### config.mk
export PLATFORM = sky130hd
export DESIGN_NAME = freq_synth
export DESIGN_NICKNAME = d
export VERILOG_FILES = /design/src/rtl/freq_synth.sv
export SDC_FILE = /design/constraint.sdc
export NUM_CORES = 1
export LEC_CHECK = 0
export ABC_AREA = 1
export BUFFER_PORTS_ARGS = -buffer_cell sky130_fd_sc_hd__buf_2
export CAP_MARGIN = 30
export CORE_AREA = 2 2 86 72
export DETAILED_ROUTE_END_ITERATION = 8
export DIE_AREA = 0 0 88 74
export GPL_ROUTABILITY_DRIVEN = 0
export PLACE_DENSITY_LB_ADDON = 0.3
export SKIP_LAST_GASP = 1
export SLEW_MARGIN = 10
export SYNTH_ARGS = -nofsm -noshare
export SYNTH_HDL_FRONTEND = slang
export SYNTH_SLANG_ARGS = --single-unit
### constraint.sdc
create_clock -name clk -period 3.07 [get_ports clk]
set_clock_uncertainty 0.15 [all_clocks]
set_input_delay 0.307 -clock clk [delete_from_list [all_inputs] [get_ports clk]]
set_output_delay 0.307 -clock clk [all_outputs]
set_load 0.01 [all_outputs]
### src/rtl/freq_synth.sv
// freq_synth: note-driven square-wave tone generator for a 50 MHz clock.
module freq_synth (
    input  logic       clk,
    input  logic       reset_n,
    input  logic [7:0] note,
    output logic       vib,
    output logic       osc_test,
    output logic [7:0] div_test,
    output logic       bfoct_test
);
    logic [13:0] period;
    logic [13:0] count;
    logic [13:0] base;
    logic [4:0]  note_q;
    logic        active;
    logic        strobe;
    always_comb begin
        period = 14'd0;
        case (note[3:0])
            4'd0:    period = 14'd11944;
            4'd1:    period = 14'd11274;
            4'd2:    period = 14'd10642;
            4'd3:    period = 14'd10044;
            4'd4:    period = 14'd9480;
            4'd5:    period = 14'd8948;
            4'd6:    period = 14'd8446;
            4'd7:    period = 14'd7972;
            4'd8:    period = 14'd7525;
            4'd9:    period = 14'd7102;
            4'd10:   period = 14'd6704;
            4'd11:   period = 14'd6327;
            default: period = 14'd0;
        endcase
    end
    assign active = note[7] && (note[3:0] <= 4'd11);
    // A semitone/enable change restarts the prescaler; the change edge itself is the first count.
    assign base   = ({note[7], note[3:0]} != note_q) ? 14'd0 : count;
    assign strobe = base == (period - 14'd1);
    assign vib    = active && div_test[3'd7 - note[6:4]];
    always_ff @(posedge clk or posedge reset_n) begin
        if (reset_n) begin
            count      <= 14'd0;
            osc_test   <= 1'b0;
            div_test   <= 8'd0;
            bfoct_test <= 1'b0;
            note_q     <= 5'd0;
        end else begin
            note_q     <= {note[7], note[3:0]};
            count      <= (!active || strobe) ? 14'd0 : base + 14'd1;
            osc_test   <= active && strobe;
            div_test   <= active ? div_test + {7'd0, strobe} : 8'd0;
            bfoct_test <= active && (bfoct_test ^ strobe);
        end
    end
endmodule

## Word-level counts from Yosys, hierarchy flattened

Memory sizes are Yosys's and may differ from the RTL's.
Cells that the tools add are included.
Widths: inputs -> output; s select.

| storage, ports and cells | value |
|---|---|
| RAM bits | 0 |
| output and inout port bits | 11 |
| memories | 1 |
| memory bits (read-only) | 224 |
| word-level logic and storage cells | 26 |
| bits in latches | 0 |
| register bits after elaboration | 29 |

Memories:

| name | words | width | rd ports | clocked after Yosys merged registers in | wr ports | line | text |
|---|---|---|---|---|---|---|---|
| (name not given) | 16 | 14 | 1 | 0 | 0 | 19 | `case (note[3:0])` |

| operators by class | value |
|---|---|
| shifts and indexed selects | 0 |
| reduce and logical (&&, ||, !) cells | 6 |
| eq/ne operators | 2 |
| $add $sub $neg | 4 |
| $mul | 0 |
| muxes and demuxes | 5 |
| bitwise operators | 1 |
| divide/modulo/power cells | 0 |
| $lt $le $gt $ge | 2 |

Operator list:

| cell | number |
|---|---|
| $mux 14 | 2 |
| $add 14x1->14 const B | 1 |
| $eq 14x14->1 | 1 |
| $sub 14x1->14 const B | 1 |
| $add 8x1->8 | 1 |
| $mux 8 | 1 |
| $ne 5x5->1 | 1 |
| $le 4x4->1 const B | 1 |
| $logic_and 1x1->1 | 4 |
| $lt 3x4->1 const B | 1 |
| $bmux 1 s3 | 1 |
| $sub 3x3->3 const A | 1 |
| $logic_not 1->1 | 1 |
| $logic_or 1x1->1 | 1 |
| $mux 1 | 1 |
| $xor 1x1->1 | 1 |

## Logic depth before layout (Yosys ltp)

Gate-level depths: netlist of run 1.

| logic depth | value |
|---|---|
| depth after elaboration | 5 |
| gate-level depth with buffers | 27 |
| gate-level depth less buffers | 27 |

## Least setup slack after synthesis of run 1

No wires, ideal clock.

| path | value |
|---|---|
| path type | in2reg |
| start | input port note[0] |
| end | register div_test[6] |
| path slack | -0.055 ns |
| arrival | 2.898 ns |
| cell stages on the path | 22 |
| path buffers | 0 |
| cell sequence | inv_2 > ha_1 > nand2_1 > nand2_1 > a21oi_1 > ha_1 > inv_1 > nor2_1 > nor3_1 > xnor2_1 > nor4_1 > nand2_1 > nor2_1 > ha_1 > nand2_1 > nor2_1 > inv_1 > nor2_1 > nand2_1 > nor2_1 > nand2_1 > a21oi_1 |

| between the ends | value |
|---|---|
| word-level cells in the longest chain between the ends | 5 |
| elaborated cells on any way between the ends | 9 |
| classes of those cells | 2 x add/sub; 1 x order compare; 2 x eq/ne; 2 x mux; 1 x reduce/logical; 1 x memory |

Ends and longest elaborated chain:

| item | line | text |
|---|---|---|
| from (decl) | 5 | `input logic [7:0] note,` |
| $mem_v2 16x14 or $ne 5x5->1 (tied branches) | -- |  |
| $sub 14x1->14 or $mux 14 (tied branches) | 38, 37 |  |
| $eq 14x14->1 | 38 | `assign strobe = base == (period - 14'd1);` |
| $add 8x1->8 | 51 | `div_test <= active ? div_test + {7'd0, strobe} : 8'd0;` |
| $mux 8 * | 51 |  |
| to (signal assigned) | 51 |  |
| to (decl) | 8 | `output logic [7:0] div_test,` |

Every way passes the cells marked *; elsewhere a longest branch is shown, timed or not.

## Worst setup path after layout of run 1

| path | value |
|---|---|
| start | input port note[0] |
| end | register div_test[7] |

Same word-level chain as after synthesis.

==> impl_metrics.toml, run 1 <==
[global_routing]
grt_max_degree = 30
first_global_vias = 2549
grt_pass1_wl_um = 11420
grt.total_usage_pct = 22.61
antenna_found_initial = 0
gr-total-overflow = 0

[route]
drtIter0Drc = 221
vias = 2739
routed_via_density = 4.917
ant_nets = 0
dr.pass1.iters = 5
drc_errors = 0
avgRoutedWirePerCell_um = 12.58
wirelength_um = 7009

[setup_path]
critPathLaunch = "note[0]"
r2r_start = "note_q[1]"
criticalPathCategory = "input port to register"
reg2reg_depth = 23
arrival_ns = 3.15
cp-end-kind = "register"
crit_fanout = 4
reg2reg_to = "div_test[7]"
start_kind = "input port"
r2r_slack_ns = 0.04
endpoint = "div_test[7]"
cp_data_required_time_ns = 3.14

[final_layout]
finalNonFillerCells = 557
antenna_cells = 0
drive_above_1_share_pct = 30.04
utilization_pct = 60.24
area_delta_synth_final_pct = 38.66
nets = 495

[sta]
fin_ws_ns = -0.01191
slew_violations = 0
finalSetupTns_ns = -0.01191
rsz0062_at_grt = "true"
period_minus_slack_ns = 3.082
hold_violations = 0
final.period_utilization_pct = 100.4
hold_ws_ns = 0.03336
fmax_mhz = 324.5
max-slew-margin-rel_pct = 73.57
finalSetupViolCount = 1
worst_pin_slew_ns = 0.3965

[floorplan]
fp.dieW_um = 88
initial_core_util_pct = 43.45
rows = 25
io_pins = 21
die_y_um = 74
core_area_mm2 = 0.005662
die_area_mm2 = 0.006512

[synthesis]
ys_seq_elements = 29
yosysUniqueCellTypes = 25
ys_seq_area_share_pct = 29.50
syn_nets = 409
syn_inst = 390
synthTopCellsByArea = "dfrtp_1 30%, nand2_1 17%, nor2_1 9.5%"
synth_top_area_cell = "dfrtp_1"
syn-cell-area_mm2 = 0.002460
avgSynthCellArea_um2 = 6.307
yosys_warnings = 0
synth_top_area_share_pct = 29.50

[pwr]
power_mw = 1.088
power.density_mw_per_mm2 = 319.1
leakagePower_nw = 1.674
peakVddDrop_uv = 203.2

[place]
io_buffers = 20
dpl.hpwl_um = 5344
placed_cells = 546

[hold_path]
hp-class = "input port to register"

[clocking]
clk-insertion-delay-late_ns = 0.29
cts_tree = "built"
clockBufferDepth = 2
cts_max_level = 2
numClockSinks = 29
numCtsBuffers = 5
root_buffer = "clkbuf_8"
path_clk_slew_ns = 0.07

[run_status]
violations = "negative setup slack"
outcome = "finished, violations left"

[job]
cap_violations = 0
## worst max-delay path: stages
cell,delay [ns]
buf_4,0.12
inv_4,0.07
ha_4,0.21
nand2_4,0.07
nand2_4,0.06
a21oi_4,0.17
ha_4,0.18
inv_4,0.04
nand2_2,0.06
nand2_2,0.07
inv_1,0.07
nand2_2,0.05
nand2_2,0.06
nand3_2,0.09
nor2_1,0.10
nand3_1,0.10
nor2_1,0.12
nand2_1,0.08
nor2_2,0.15
buf_4,0.13
ha_4,0.13
nand2_2,0.06
nor2_2,0.12
inv_1,0.07
nor2_1,0.10
nand4_1,0.10
xor2_1,0.17
nor2_1,0.09
## per-layer routing
layer	up-vias	wire length (um)	track usage (%)	part of all wire, %
li1	1381	-	-	-
met1	1276	3425	33.45	49
met2	72	3092	34.34	44
met3	10	400	3.774	5.7
met4	0	91	6.325	1.3
met5	-	0	0	0
## layout by cell type (no fill, tap or decap), types with 10 or more instances in the layout
cell type	synthesis	final
buf_2	2	18
buf_4	0	61
dfrtp_1	29	29
inv_1	60	58
nand2_1	112	99
nand2_2	2	13
nand3_1	28	27
nand4_1	10	10
nor2_1	62	53
nor2_2	5	10
nor2_4	6	10
o21ai_0	21	18
## cell families after synthesis
| family | count (synthesis) | share of synthesized area [%] |
|---|---|---|
| xor+xnor | 15 | 5.341 |
| buf+inv | 68 | 11.09 |
| simple gates | 234 | 42.01 |
| fa+ha+maj | 9 | 4.578 |
| flops | 29 | 29.50 |
| compound gates | 35 | 7.477 |
## timing repair
action                                  in CTS  in global routing
endpoints found under the hold margin       29                  0
hold buffers                                 1                  0
gates resized for setup                      3                 50
pin swaps                                    2                 27
endpoints found under the setup margin       2                  5
buffers inserted                             1                  2
## how the worst min path moves through the flow
| stage | cells past startpoint | to | start | slack, ns |
|---|---|---|---|---|
| 2_1_floorplan | 0 | note_q[0] | note[0] | 0.19 |
| 5_1_grt | 1 | note_q[4] | note[7] | 0.04 |
| 6_report | 1 | note_q[4] | note[7] | 0.03 |
| 3_3_place_gp | 3 | count[9] | reset_n | 0.25 |
| 3_5_place_dp | 3 | count[9] | reset_n | 0.26 |
| 4_1_cts | 1 | note_q[4] | note[7] | 0.03 |
## per-stage QoR
stage | worst slack [ns] | instance area, um^2
floorplan | 0.08093 | 2481
global placement | -0.2760 | 3093
detailed placement | -0.3991 | 3093
CTS | 0.01531 | 3222
global route | -0.2614 | 3411
finish | -0.01191 | 3411
## registers in the layout, indices dropped and copies added, names as in the netlist
name and flops:
count 14, div_test 8, osc_test 1, note_q 5, bfoct_test 1
## cell usage after synthesis, drive strengths merged
cell type / instances
nand2: 114
nor2: 73
inv: 64
dfrtp: 29
nand3: 29
o21ai: 21
a21oi: 10
nand4: 10
ha: 9
xor2: 9
nor3: 6
xnor2: 6
buf: 4
o211ai: 2
a31oi: 1
nor3b: 1
nor4: 1
o21bai: 1
## power breakdown
| group | internal, mW | total, mW | switching [mW] |
|---|---|---|---|
| logic | 0.127 | 0.309 | 0.182 |
| clock network | 0.236 | 0.391 | 0.155 |
| registers | 0.386 | 0.388 | 0.00203 |
| total | 0.749 | 1.09 | 0.339 |
## final cells by class
cell class	instances	area, um^2
Multi-Input combinational cell	293	1637
Sequential cell	29	725.7
Inverter	64	247.7
Clock inverter	2	35.03
Fill cell	530	2251
Tap cell	81	101.3
Timing Repair Buffer	83	595.6
Clock buffer	5	68.82
(Power assumes the default switching activity.)
==> run 2: changes to the inputs <==
--- a/config.mk
+++ b/config.mk
@@ -6,13 +6,16 @@
 export NUM_CORES = 1
 export LEC_CHECK = 0
 export ABC_AREA = 1
+export ABC_CLOCK_PERIOD_IN_PS = 3070
 export BUFFER_PORTS_ARGS = -buffer_cell sky130_fd_sc_hd__buf_2
 export CAP_MARGIN = 30
 export CORE_AREA = 2 2 86 72
+export CTS_BUF_LIST = sky130_fd_sc_hd__clkbuf_8
 export DETAILED_ROUTE_END_ITERATION = 8
 export DIE_AREA = 0 0 88 74
 export GPL_ROUTABILITY_DRIVEN = 0
 export PLACE_DENSITY_LB_ADDON = 0.3
+export SKIP_CTS_REPAIR_TIMING = 1
 export SKIP_LAST_GASP = 1
 export SLEW_MARGIN = 10
 export SYNTH_ARGS = -nofsm -noshare
==> impl_metrics.toml, run 2 (synthesis results as in run 1) <==
[final_layout]
drive_above_1_share_pct = 30.46
largest_register_ffs = 14
final_common_cell = "nand2_1"
regMostFlops = "count"
stdcell_area_mm2 = 0.003425
mostFrequentLayoutCells = "99 x nand2_1, 60 x buf_4, 57 x inv_1, 53 x nor2_1, 29 x dfrtp_1"
reg.largest.list = "count x14, div_test x8, note_q x5"
antenna_cells = 0
nets = 495
area_delta_synth_final_pct = 39.22

[global_routing]
grt_max_degree = 30
grt.total_usage_pct = 22.54
grt_pass1_wl_um = 11380
first_global_vias = 2531
gr-total-overflow = 0
antenna_found_initial = 0

[sta]
max-slew-margin-rel_pct = 73.59
worst_pin_slew_ns = 0.3920
period_minus_slack_ns = 3.096
rsz0062_at_grt = "true"
hold_ws_ns = 0.04059
final.period_utilization_pct = 100.8
finalSetupViolCount = 1
slew_violations = 0
hold_violations = 0
fmax_mhz = 323.0
finalSetupTns_ns = -0.02570
fin_ws_ns = -0.02570

[setup_path]
cp-end-kind = "register"
criticalPathCategory = "input port to register"
crit_fanout = 4
arrival_ns = 3.16
crit_top_cell = "nand2_2"
cp_data_required_time_ns = 3.14
slowest_stage = "ha_4"
crit_path_max_incr_delay_ns = 0.25
critPathTopFamily = "simple AND/OR/NAND/NOR gates"
start_kind = "input port"
worst-path-buf-inv = 6

[clocking]
cts_max_level = 2
numCtsBuffers = 5
root_buffer = "clkbuf_8"
clockBufferDepth = 2
cts_tree = "built"
numClockSinks = 29
clk-insertion-delay-late_ns = 0.29
path_clk_slew_ns = 0.07

[route]
dr.pass1.iters = 6
wirelength_um = 7017
routed_via_density = 4.921
drtIter0Drc = 185
drc_errors = 0
avgRoutedWirePerCell_um = 12.60
ant_nets = 0
vias = 2741

[floorplan]
io_pins = 21
fp.dieW_um = 88
rows = 25
initial_core_util_pct = 43.45
core_area_mm2 = 0.005662
die_y_um = 74
die_area_mm2 = 0.006512

[place]
placed_area_mm2 = 0.003093
dpl.hpwl_um = 5344
io_buffers = 20

[pwr]
power.density_mw_per_mm2 = 318.9
power_mw = 1.092
peakVddDrop_uv = 203.4
leakagePower_nw = 1.673

[hold_path]
hp-class = "input port to register"

[run_status]
violations = "negative setup slack"
outcome = "finished, violations left"

[job]
cap_violations = 0
[run 2: final cells by class]
type,count,area [um^2]
well taps,81,101.3
inverters,64,247.7
multi-input cells,293,1647
flip-flops and latches,29,725.7
repair buffers,83,599.3
clock inverters,2,35.03
fillers,523,2237
clock buffers,5,68.82
[run 2: report_power, final]
part / switching [mW] / leakage, nW / total (mW) / internal, mW
Sequential: 0.00204 / 0.392 / 0.388 / 0.386
Clock: 0.158 / 0.0540 / 0.394 / 0.236
Combinational: 0.182 / 1.23 / 0.310 / 0.128
Total: 0.343 / 1.67 / 1.09 / 0.750
[run 2: final timing paths]
kind	startpoint	endpoint	slack (ns)	cells past startpoint
min reg2reg	bfoct_test	bfoct_test	0.38	2
max in group asynchronous	reset_n	bfoct_test	2.00	4
max	note[1]	div_test[7]	-0.03	28
min in group asynchronous	reset_n	count[6]	0.49	4
max reg2reg	note_q[1]	div_test[7]	0.03	22
min	note[7]	note_q[4]	0.04	1
[run 2: metrics by stage]
stage	instances	utilization, %	setup WS [ns]
after floorplan	390	-	0.08093
after global routing	557	60.49	-0.2509
after CTS	553	56.46	-0.1192
after global placement	546	54.63	-0.2760
after detailed placement	546	54.63	-0.3991
final	557	60.49	-0.02570
[run 2: per-layer routing]
metal | track usage (%) | up-vias | wire, um
li1 | - | 1383 | -
met4 | 6.325 | 0 | 116
met2 | 34.18 | 69 | 3081
met5 | 0 | - | 0
met3 | 3.774 | 14 | 366
met1 | 33.38 | 1275 | 3452
==> run 3: changes to the inputs <==
--- a/config.mk
+++ b/config.mk
@@ -15,6 +15,7 @@
 export DIE_AREA = 0 0 88 74
 export GPL_ROUTABILITY_DRIVEN = 0
 export PLACE_DENSITY_LB_ADDON = 0.3
+export SETUP_SLACK_MARGIN = 0.2
 export SKIP_CTS_REPAIR_TIMING = 1
 export SKIP_LAST_GASP = 1
 export SLEW_MARGIN = 10
==> impl_metrics.toml, run 3 (synthesis results as in run 1) <==
[sta]
rsz0062_at_grt = "true"
fmax_mhz = 340.4
finalSetupTns_ns = 0
finalSetupViolCount = 0
worst_pin_slew_ns = 0.5862
final.period_utilization_pct = 95.70
slew_violations = 0
hold_violations = 0
period_minus_slack_ns = 2.938
max-slew-margin-rel_pct = 60.87

[final_layout]
reg.largest.list = "count x14, div_test x8, note_q x5"
regMostFlops = "count"
drive_above_1_share_pct = 31.48
antenna_cells = 0
final_common_cell = "nand2_1"
largest_register_ffs = 14
nFillCells = 490
area_delta_synth_final_pct = 42.98
finalNonFillerCells = 567
nets = 505
mostFrequentLayoutCells = "98 x nand2_1, 67 x buf_4, 59 x inv_1, 53 x nor2_1, 29 x dfrtp_1"

[route]
routed_via_density = 4.919
ant_nets = 0
wirelength_um = 7017
avgRoutedWirePerCell_um = 12.38
drtIter0Drc = 137
vias = 2789
drc_errors = 0
dr.pass1.iters = 6

[job]
cap_violations = 0

[setup_path]
cp_data_required_time_ns = 3.13
slowest_stage = "a21oi_1"
cp_cell_sequence = "buf_2 > inv_4 > ha_4 > buf_4 > nand2_1 > nand2_1 > a21oi_1 > nand3_1 > nor2_2 > nand3_1 > nand2_1 > nand4_1 > nor2_1 > nand2_1 > nor2_2 > ha_2 > nand2_2 > nor2_1 > inv_1 > nor2_2 > nand2_2 > nor2_4 > nand2_2 > a21oi_2"
worst-path-buf-inv = 4
arrival_ns = 2.99
cp-end-kind = "register"
critPathTopFamily = "simple AND/OR/NAND/NOR gates"
crit_fanout = 5
start_kind = "input port"
crit_path_max_incr_delay_ns = 0.23
criticalPathCategory = "input port to register"
crit_top_cell = "nand2_1"

[floorplan]
die_y_um = 74
io_pins = 21
fp.dieW_um = 88
initial_core_util_pct = 43.45
die_area_mm2 = 0.006512
rows = 25
core_area_mm2 = 0.005662

[clocking]
clockBufferDepth = 2
cts_max_level = 2
numCtsBuffers = 5
clk-insertion-delay-late_ns = 0.28
cts_tree = "built"
numClockSinks = 29
path_clk_slew_ns = 0.06
root_buffer = "clkbuf_8"

[hold_path]
hp-class = "input port to register"

[global_routing]
grt.total_usage_pct = 21.56
gr-total-overflow = 0
grt_pass1_wl_um = 10950
antenna_found_initial = 0
first_global_vias = 2428
grt_max_degree = 18

[run_status]
outcome = "finished clean"

[pwr]
leakagePower_nw = 1.738
clkPwrFrac_pct = 35.2
internal_power_mw = 0.7620
combPwrFrac_pct = 29.3
seq_power_share_pct = 35.5
p_switching_mw = 0.3320
power.density_mw_per_mm2 = 311.0
peakVddDrop_uv = 303.7
switching_share_pct = 30.35

[place]
dpl.hpwl_um = 5372
placed_cells = 553
io_buffers = 20
run 3: final cells by class:
cell class / count / area [um^2] / area share, %
clock buffers: 5 / 68.82 / 1.957
clock inverters: 2 / 35.03 / 0.9961
inverters: 64 / 245.2 / 6.973
multi-input cells: 293 / 1633 / 46.42
flip-flops and latches: 29 / 725.7 / 20.63
well taps: 81 / 101.3 / 2.882
repair buffers: 93 / 708.2 / 20.14
run 3: per-layer routing:
layer | vias to the layer above | global-route usage [%] | routed length (um)
met5 | - | 0 | 0
met1 | 1266 | 32.85 | 3413
met3 | 11 | 4.994 | 476
li1 | 1411 | - | -
met2 | 101 | 31.23 | 3015
met4 | 0 | 4.615 | 112
run 3: final timing paths:
path                            slack, ns     endpoint       start  cells after the start
max in group asynchronous            1.81     count[6]     reset_n                      4
worst min register to register       0.39   bfoct_test  bfoct_test                      2
worst max register to register       0.15  div_test[6]   note_q[1]                     21
worst max-delay path                 0.13  div_test[6]     note[0]                     24
worst min-delay path                 0.04    note_q[4]     note[7]                      1
min in group asynchronous            0.47  div_test[4]     reset_n                      3
run 3: power by group through the flow:
stage          Sequential [mW]  Combinational, mW  Clock [mW]
2_1_floorplan            0.395              0.163           0
3_3_place_gp             0.395              0.274           0
3_5_place_dp             0.395              0.282           0
4_1_cts                  0.388              0.283       0.389
5_1_grt                  0.389              0.350       0.407
6_report                 0.388              0.321       0.385
run 3: stage by stage:
stage | worst slack (ns) | util [%] | hold WS [ns] | cell area, um^2 | power (mW)
after floorplan | 0.1371 | - | 0.1884 | 2504 | 0.5586
after global placement | -0.1561 | 56.04 | 0.3228 | 3173 | 0.6688
after detailed placement | -0.3470 | 56.53 | 0.2475 | 3201 | 0.6768
after CTS | -0.06252 | 58.36 | -0.05538 | 3304 | 1.060
after global routing | -0.1031 | 62.12 | 0.03053 | 3517 | 1.145
final | 0.1321 | 62.12 | 0.04394 | 3517 | 1.094
